==> src/rtl/weight_bus_loader_if.sv <==
// weight_bus_loader_if: load command, weight stream and weight write bus bundle
interface weight_bus_loader_if #(
    parameter int DATA_WIDTH = 16,
    parameter int CNT_WIDTH  = 24
);
    logic                  cmd_valid;
    logic                  cmd_ready;
    logic [31:0]           cmd_base_addr;
    logic [CNT_WIDTH-1:0]  cmd_num_words;
    logic [DATA_WIDTH-1:0] s_data;
    logic                  s_valid;
    logic                  s_ready;
    logic [DATA_WIDTH-1:0] weight_data;
    logic [31:0]           weight_addr;
    logic                  weight_we;
    modport master (
        input  cmd_valid, cmd_base_addr, cmd_num_words, s_data, s_valid,
        output cmd_ready, s_ready, weight_data, weight_addr, weight_we
    );
    modport slave (
        output cmd_valid, cmd_base_addr, cmd_num_words, s_data, s_valid,
        input  cmd_ready, s_ready, weight_data, weight_addr, weight_we
    );
endinterface

==> src/rtl/weight_bus_loader.sv <==
// weight_bus_loader: streams weight words onto the PE write bus, then drains before signalling done
module weight_bus_loader #(
    parameter int DATA_WIDTH   = 16,
    parameter int DRAIN_CYCLES = 4,
    parameter int CNT_WIDTH    = 24
) (
    input  logic                 clk,
    input  logic                 rst_n,
    input  logic                 i_abort,
    output logic                 o_busy,
    output logic                 o_done,
    output logic [CNT_WIDTH-1:0] o_words_written,
    weight_bus_loader_if.master  bus
);
    localparam int DW = $clog2(DRAIN_CYCLES + 1);
    typedef enum logic [1:0] {IDLE, LOAD, DRAIN, DONE} state_t;
    state_t                r_state;
    logic [31:0]           r_next_addr;
    logic [CNT_WIDTH-1:0]  r_remaining;
    logic [CNT_WIDTH-1:0]  r_words;
    logic [DW-1:0]         r_drain;
    logic                  r_we;
    logic [31:0]           r_addr;
    logic [DATA_WIDTH-1:0] r_data;
    logic                  r_busy;
    logic                  r_done;
    logic                  r_cmd_ready;
    logic                  w_s_ready;
    logic                  w_accept;
    logic                  w_cmd_accept;
    // abort blocks the beat offered in the same cycle, including the final one
    assign w_s_ready    = (r_state == LOAD) && (r_remaining != '0) && !i_abort;
    assign w_accept     = w_s_ready && bus.s_valid;
    assign w_cmd_accept = r_cmd_ready && bus.cmd_valid;
    assign bus.cmd_ready   = r_cmd_ready;
    assign bus.s_ready     = w_s_ready;
    assign bus.weight_we   = r_we;
    assign bus.weight_addr = r_addr;
    assign bus.weight_data = r_data;
    assign o_busy          = r_busy;
    assign o_done          = r_done;
    assign o_words_written = r_words;
    always_ff @(posedge clk or negedge rst_n) begin
        if (!rst_n) begin
            r_state     <= IDLE;
            r_next_addr <= '0;
            r_remaining <= '0;
            r_words     <= '0;
            r_drain     <= '0;
            r_we        <= 1'b0;
            r_addr      <= '0;
            r_data      <= '0;
            r_busy      <= 1'b0;
            r_done      <= 1'b0;
            r_cmd_ready <= 1'b1;
        end else begin
            r_we   <= w_accept;
            r_done <= 1'b0;
            if (w_accept) begin
                r_addr      <= r_next_addr;
                r_data      <= bus.s_data;
                r_next_addr <= r_next_addr + 32'd1;
                r_remaining <= r_remaining - 1'b1;
                r_words     <= r_words + 1'b1;
            end
            case (r_state)
                IDLE: if (w_cmd_accept) begin
                    r_next_addr <= bus.cmd_base_addr;
                    r_remaining <= bus.cmd_num_words;
                    r_words     <= '0;
                    r_drain     <= DW'(DRAIN_CYCLES);
                    r_busy      <= 1'b1;
                    r_cmd_ready <= 1'b0;
                    r_state     <= (bus.cmd_num_words == '0) ? DRAIN : LOAD;
                end
                LOAD: if (i_abort) begin
                    r_state     <= IDLE;
                    r_busy      <= 1'b0;
                    r_cmd_ready <= 1'b1;
                end else if (w_accept && r_remaining == CNT_WIDTH'(1)) begin
                    r_state <= DRAIN;
                    r_drain <= DW'(DRAIN_CYCLES);
                end
                DRAIN: if (i_abort) begin
                    r_state     <= IDLE;
                    r_busy      <= 1'b0;
                    r_cmd_ready <= 1'b1;
                end else if (r_drain == '0) begin
                    r_state <= DONE;
                    r_done  <= 1'b1;
                end else begin
                    r_drain <= r_drain - 1'b1;
                end
                DONE: begin
                    r_state     <= IDLE;
                    r_busy      <= 1'b0;
                    r_cmd_ready <= 1'b1;
                end
            endcase
        end
    end
endmodule

==> src/flat_wrapper.sv <==
// flat-port wrapper written by rule: the top's interface ports become plain ports
module weight_bus_loader_flat 
#(
    parameter int DATA_WIDTH   = 16,
    parameter int DRAIN_CYCLES = 4,
    parameter int CNT_WIDTH    = 24
)
  (clk, rst_n, i_abort, o_busy, o_done, o_words_written, bus_cmd_valid, bus_cmd_base_addr, bus_cmd_num_words, bus_s_data, bus_s_valid, bus_cmd_ready, bus_s_ready, bus_weight_data, bus_weight_addr, bus_weight_we);
  weight_bus_loader_if #(.DATA_WIDTH(DATA_WIDTH), .CNT_WIDTH(CNT_WIDTH)) bus_i ();
  input  logic clk;
  input  logic rst_n;
  input  logic i_abort;
  output logic o_busy;
  output logic o_done;
  output logic [CNT_WIDTH-1:0] o_words_written;
  input wire logic [$bits(bus_i.cmd_valid)-1:0] bus_cmd_valid;
  input wire logic [$bits(bus_i.cmd_base_addr)-1:0] bus_cmd_base_addr;
  input wire logic [$bits(bus_i.cmd_num_words)-1:0] bus_cmd_num_words;
  input wire logic [$bits(bus_i.s_data)-1:0] bus_s_data;
  input wire logic [$bits(bus_i.s_valid)-1:0] bus_s_valid;
  output wire logic [$bits(bus_i.cmd_ready)-1:0] bus_cmd_ready;
  output wire logic [$bits(bus_i.s_ready)-1:0] bus_s_ready;
  output wire logic [$bits(bus_i.weight_data)-1:0] bus_weight_data;
  output wire logic [$bits(bus_i.weight_addr)-1:0] bus_weight_addr;
  output wire logic [$bits(bus_i.weight_we)-1:0] bus_weight_we;
  assign bus_i.cmd_valid = bus_cmd_valid;
  assign bus_i.cmd_base_addr = bus_cmd_base_addr;
  assign bus_i.cmd_num_words = bus_cmd_num_words;
  assign bus_i.s_data = bus_s_data;
  assign bus_i.s_valid = bus_s_valid;
  assign bus_cmd_ready = bus_i.cmd_ready;
  assign bus_s_ready = bus_i.s_ready;
  assign bus_weight_data = bus_i.weight_data;
  assign bus_weight_addr = bus_i.weight_addr;
  assign bus_weight_we = bus_i.weight_we;
  weight_bus_loader #(.DATA_WIDTH(DATA_WIDTH), .DRAIN_CYCLES(DRAIN_CYCLES), .CNT_WIDTH(CNT_WIDTH)) u_core (.clk(clk), .rst_n(rst_n), .i_abort(i_abort), .o_busy(o_busy), .o_done(o_done), .o_words_written(o_words_written), .bus(bus_i));
endmodule
==> config.mk <==
export PLATFORM = sky130hd
export DESIGN_NAME = weight_bus_loader_flat
export DESIGN_NICKNAME = d
export VERILOG_FILES = /design/src/rtl/weight_bus_loader_if.sv /design/src/rtl/weight_bus_loader.sv /design/src/flat_wrapper.sv
export SDC_FILE = /design/constraint.sdc
export NUM_CORES = 1
export LEC_CHECK = 0
export CAP_MARGIN = 25
export CORE_MARGIN = 10
export CORE_UTILIZATION = 35
export DETAILED_ROUTE_END_ITERATION = 6
export GPL_TIMING_DRIVEN = 0
export PLACE_DENSITY = 0.62
export SLEW_MARGIN = 20
export SYNTH_ARGS = -nofsm -noshare
export SYNTH_HDL_FRONTEND = slang
export SYNTH_SLANG_ARGS = --single-unit
export TNS_END_PERCENT = 30
==> constraint.sdc <==
create_clock -name clk -period 2.09 [get_ports clk]
set_clock_uncertainty 0.1 [all_clocks]
set_input_delay 0.418 -clock clk [delete_from_list [all_inputs] [get_ports clk]]
set_output_delay 0.418 -clock clk [all_outputs]
set_load 0.05 [all_outputs]
==> metrics.cfg <==
[outcome]
status=finished, violations left
failed_checks=negative setup slack

[power]
design_power_total_mw=14.0
p_leak_nw=4.37
ir_drop_mv=0.828
cellPowerDensity_nw_per_um2=1290

[floorplan]
die_area_um2=26800
die_w_um=164
start_util_pct=35.6
die_h_um=164
core_um2=20300
io_pins=154
fp-row-count=52

[sta]
fmax_mhz=398
period_needed_ns=2.51
report.final.slew_viol_count=0
tightest_slew_ns=0.698
setup_violations=115
period_share_pct=120
maxSlewHeadroom_pct=53.4
rsz0062_at_grt=true
fin_ws_ns=-0.422
hold_viol_final=0
tns_ns=-23.30
fin_hold_ws_ns=0.383

[detailed_routing]
wl_met1_um=10900
remaining_drc_errors=0
dr.max_layer_used=met5
drtIter0Drc=401
dr.pass1.iters=5
num_vias=6538
drt_wl_total_um=24300
via_per_inst=5.40
wl_per_cell_um=20.1
met3_length_um=2020
route.met2.wl_um=10700
ant_nets=0

[place]
placed_cell_area_um2=9210
post-place-ws_ns=-1.09
place.detailed.hpwl_um=16400
gp_congestion=0.867
portBuffers=153
place_inst=1124

[cts]
ctsHtreeMaxLevel=4
cts_made_buffers=17
clock_path_buffers=2
clk_latency_ns=0.43
tritoncts=done
cts_num_sinks=137
cts_root_buffer=clkbuf_16
path_clk_slew_ns=0.06

[worst_setup_path]
crit_slowest_cell=dfrtp_1
path_class=flop to primary output
crit_family=simple AND/OR/NAND/NOR gates
cp_slowest_stage_delay_ns=0.41
cp.required_ns=1.57
start_kind=flop
cp_data_arrival_time_ns=1.99
r2r_setup_slack_ns=-0.33
end_kind=primary output
path_cells=nor4_4, nand3_2, buf_8, buf_12, nor2_4, nor3b_4, buf_6
rr_startpoint=u_core.r_remaining[7]
r2r_cells=8
critPathMaxFanout=2
cp_num_buf_inv=3
timing.rr.end=u_core.bus.weight_data[15]

[layout]
final_core_util_pct=53.1
fillers=1837
nets=1014
antenna_cells=0
finalNonFillerCells=1211
final_cell_area_um2=10800
synthToLayoutAreaGrowth_pct=49.2
drive_above_1_share_pct=25.5

[synthesis]
netlist_area_um2=7230
synth-async-reset-ratio_pct=100
ys_top_cells_by_area=dfrtp_1 (47%), mux2_1 (3.7%), mux2_2 (3.6%), nand2_1 (3.1%), xnor2_1 (3.0%)
ys_warn_count=0
synthMostInstantiatedCell=dfrtp_1
yosys.area.top_type=dfrtp_1
synthCells=700
ys_ff_latch=137
netlist_top_cells_count=dfrtp_1 (136), nand2_1 (59), nor2_1 (53), o21ai_0 (40), xnor2_1 (25)
synth_edf_count=0
ys.flop_type=dfrtp_1
synth_cell_type_count=63
syn_nets=786
syn_area_per_cell_um2=10.3
synth_top_area_share_pct=47.1
synth_seq_area_share_pct=47.5

[global_route]
grt_start_max_net_pins=72
grt-ovfl-total=0
grt_pass1_wl_um=37200
grt_usage_pct=17.6
antenna_found_initial=1
first_global_vias=6603

[worst_hold_path]
min_path_type=flop to flop
min_from=u_core.bus.weight_addr[19]
hold_depth=1
whs_endpoint=u_core.bus.weight_addr[19]

[job]
maxCapViolations=0

-- cell families (layout without fill, tap and decap cells) --
kind of cell	after synthesis	count (layout)	synth area share, %
fa+ha+maj	9	9	1.56
mux	54	54	8.29
compound gates	148	148	14.2
flops	137	137	47.5
buf+inv	56	297	3.93
simple gates	249	249	18.8
xor+xnor	47	47	5.70
-- metal layers --
metal | vias up | global-route usage, %
met4 | 2 | 6.38
met1 | 3204 | 23.6
li1 | 3040 | -
met5 | - | 0
met3 | 43 | 6.06
met2 | 249 | 25.8
-- power breakdown --
part	switching, mW	total (mW)	internal, mW	leakage, nW
Clock	1.16	2.76	1.60	0.264
Combinational	4.01	6.43	2.42	2.45
Sequential	1.04	4.77	3.74	1.65
Total	6.21	14.0	7.75	4.37
-- cells in the final DEF (no fill, tap or decap), types with 10 or more instances in the layout --
cell type        synthesis  routed
o21ai_0                 40      25
nand4_1                 15      15
nand2_1                 59      59
or4_1                   17      12
o31ai_1                 14      14
buf_12                   0      11
or3_1                   16      15
a31oi_1                 16      15
buf_6                    8      12
clkbuf_16                0      21
nand3_1                 22      18
nor2_1                  53      51
dlygate4sd2_1            0      74
dfrtp_2                  0      19
buf_4                    1      44
inv_1                   16      15
clkbuf_2                 0      10
xor2_1                  22      22
o21ai_1                 11      20
xnor2_1                 25      25
mux2_2                  23      23
mux2_1                  24      24
dfrtp_1                136     117
clkdlybuf4s50_1          0      75
a21oi_1                 21      20
-- worst max path at each step --
stage	start	endpoint	slack (ns)	depth (start not counted)
CTS	u_core.r_remaining[12]	bus_s_ready	-0.42	7
global route	u_core.r_remaining[7]	bus_s_ready	-0.49	6
global placement	rst_n	u_core.o_words_written[7]	-5.87	1
floorplan	u_core.r_remaining[3]	u_core.bus.weight_addr[22]	-0.05	6
detailed placement	u_core.r_remaining[11]	bus_s_ready	-1.09	7
finish	u_core.r_remaining[12]	bus_s_ready	-0.42	7
-- state kept, by name, indices dropped and copies added (netlist names) --
name                    cells
u_core.bus.weight_we        1
u_core.r_drain              3
u_core.o_done               1
u_core.r_next_addr         32
u_core.r_remaining         24
u_core.bus.weight_data     16
u_core.r_state              2
u_core.o_busy               1
u_core.bus.cmd_ready        1
u_core.o_words_written     24
u_core.bus.weight_addr     32
-- final cells by class --
class / count / area, µm² / share of cell area [%]
plain buffers: 36 / 395 / 3.67
clock buffers: 24 / 482 / 4.47
clock inverters: 8 / 46.3 / 0.429
inverters: 16 / 60.1 / 0.557
multi-input cells: 507 / 3950 / 36.6
flip-flops and latches: 137 / 3450 / 32.0
well taps: 270 / 338 / 3.13
repair buffers: 213 / 2060 / 19.1
-- repair_timing --
item,4_1_cts,5_1_grt
hold endpoints to repair,65,0
cloned,3,2
pin swaps,50,33
hold buffers,1,0
setup buffers,44,10
endpoints found under the setup margin,209,134
gates resized for setup,191,52
Power figures use the tool's default switching activity.
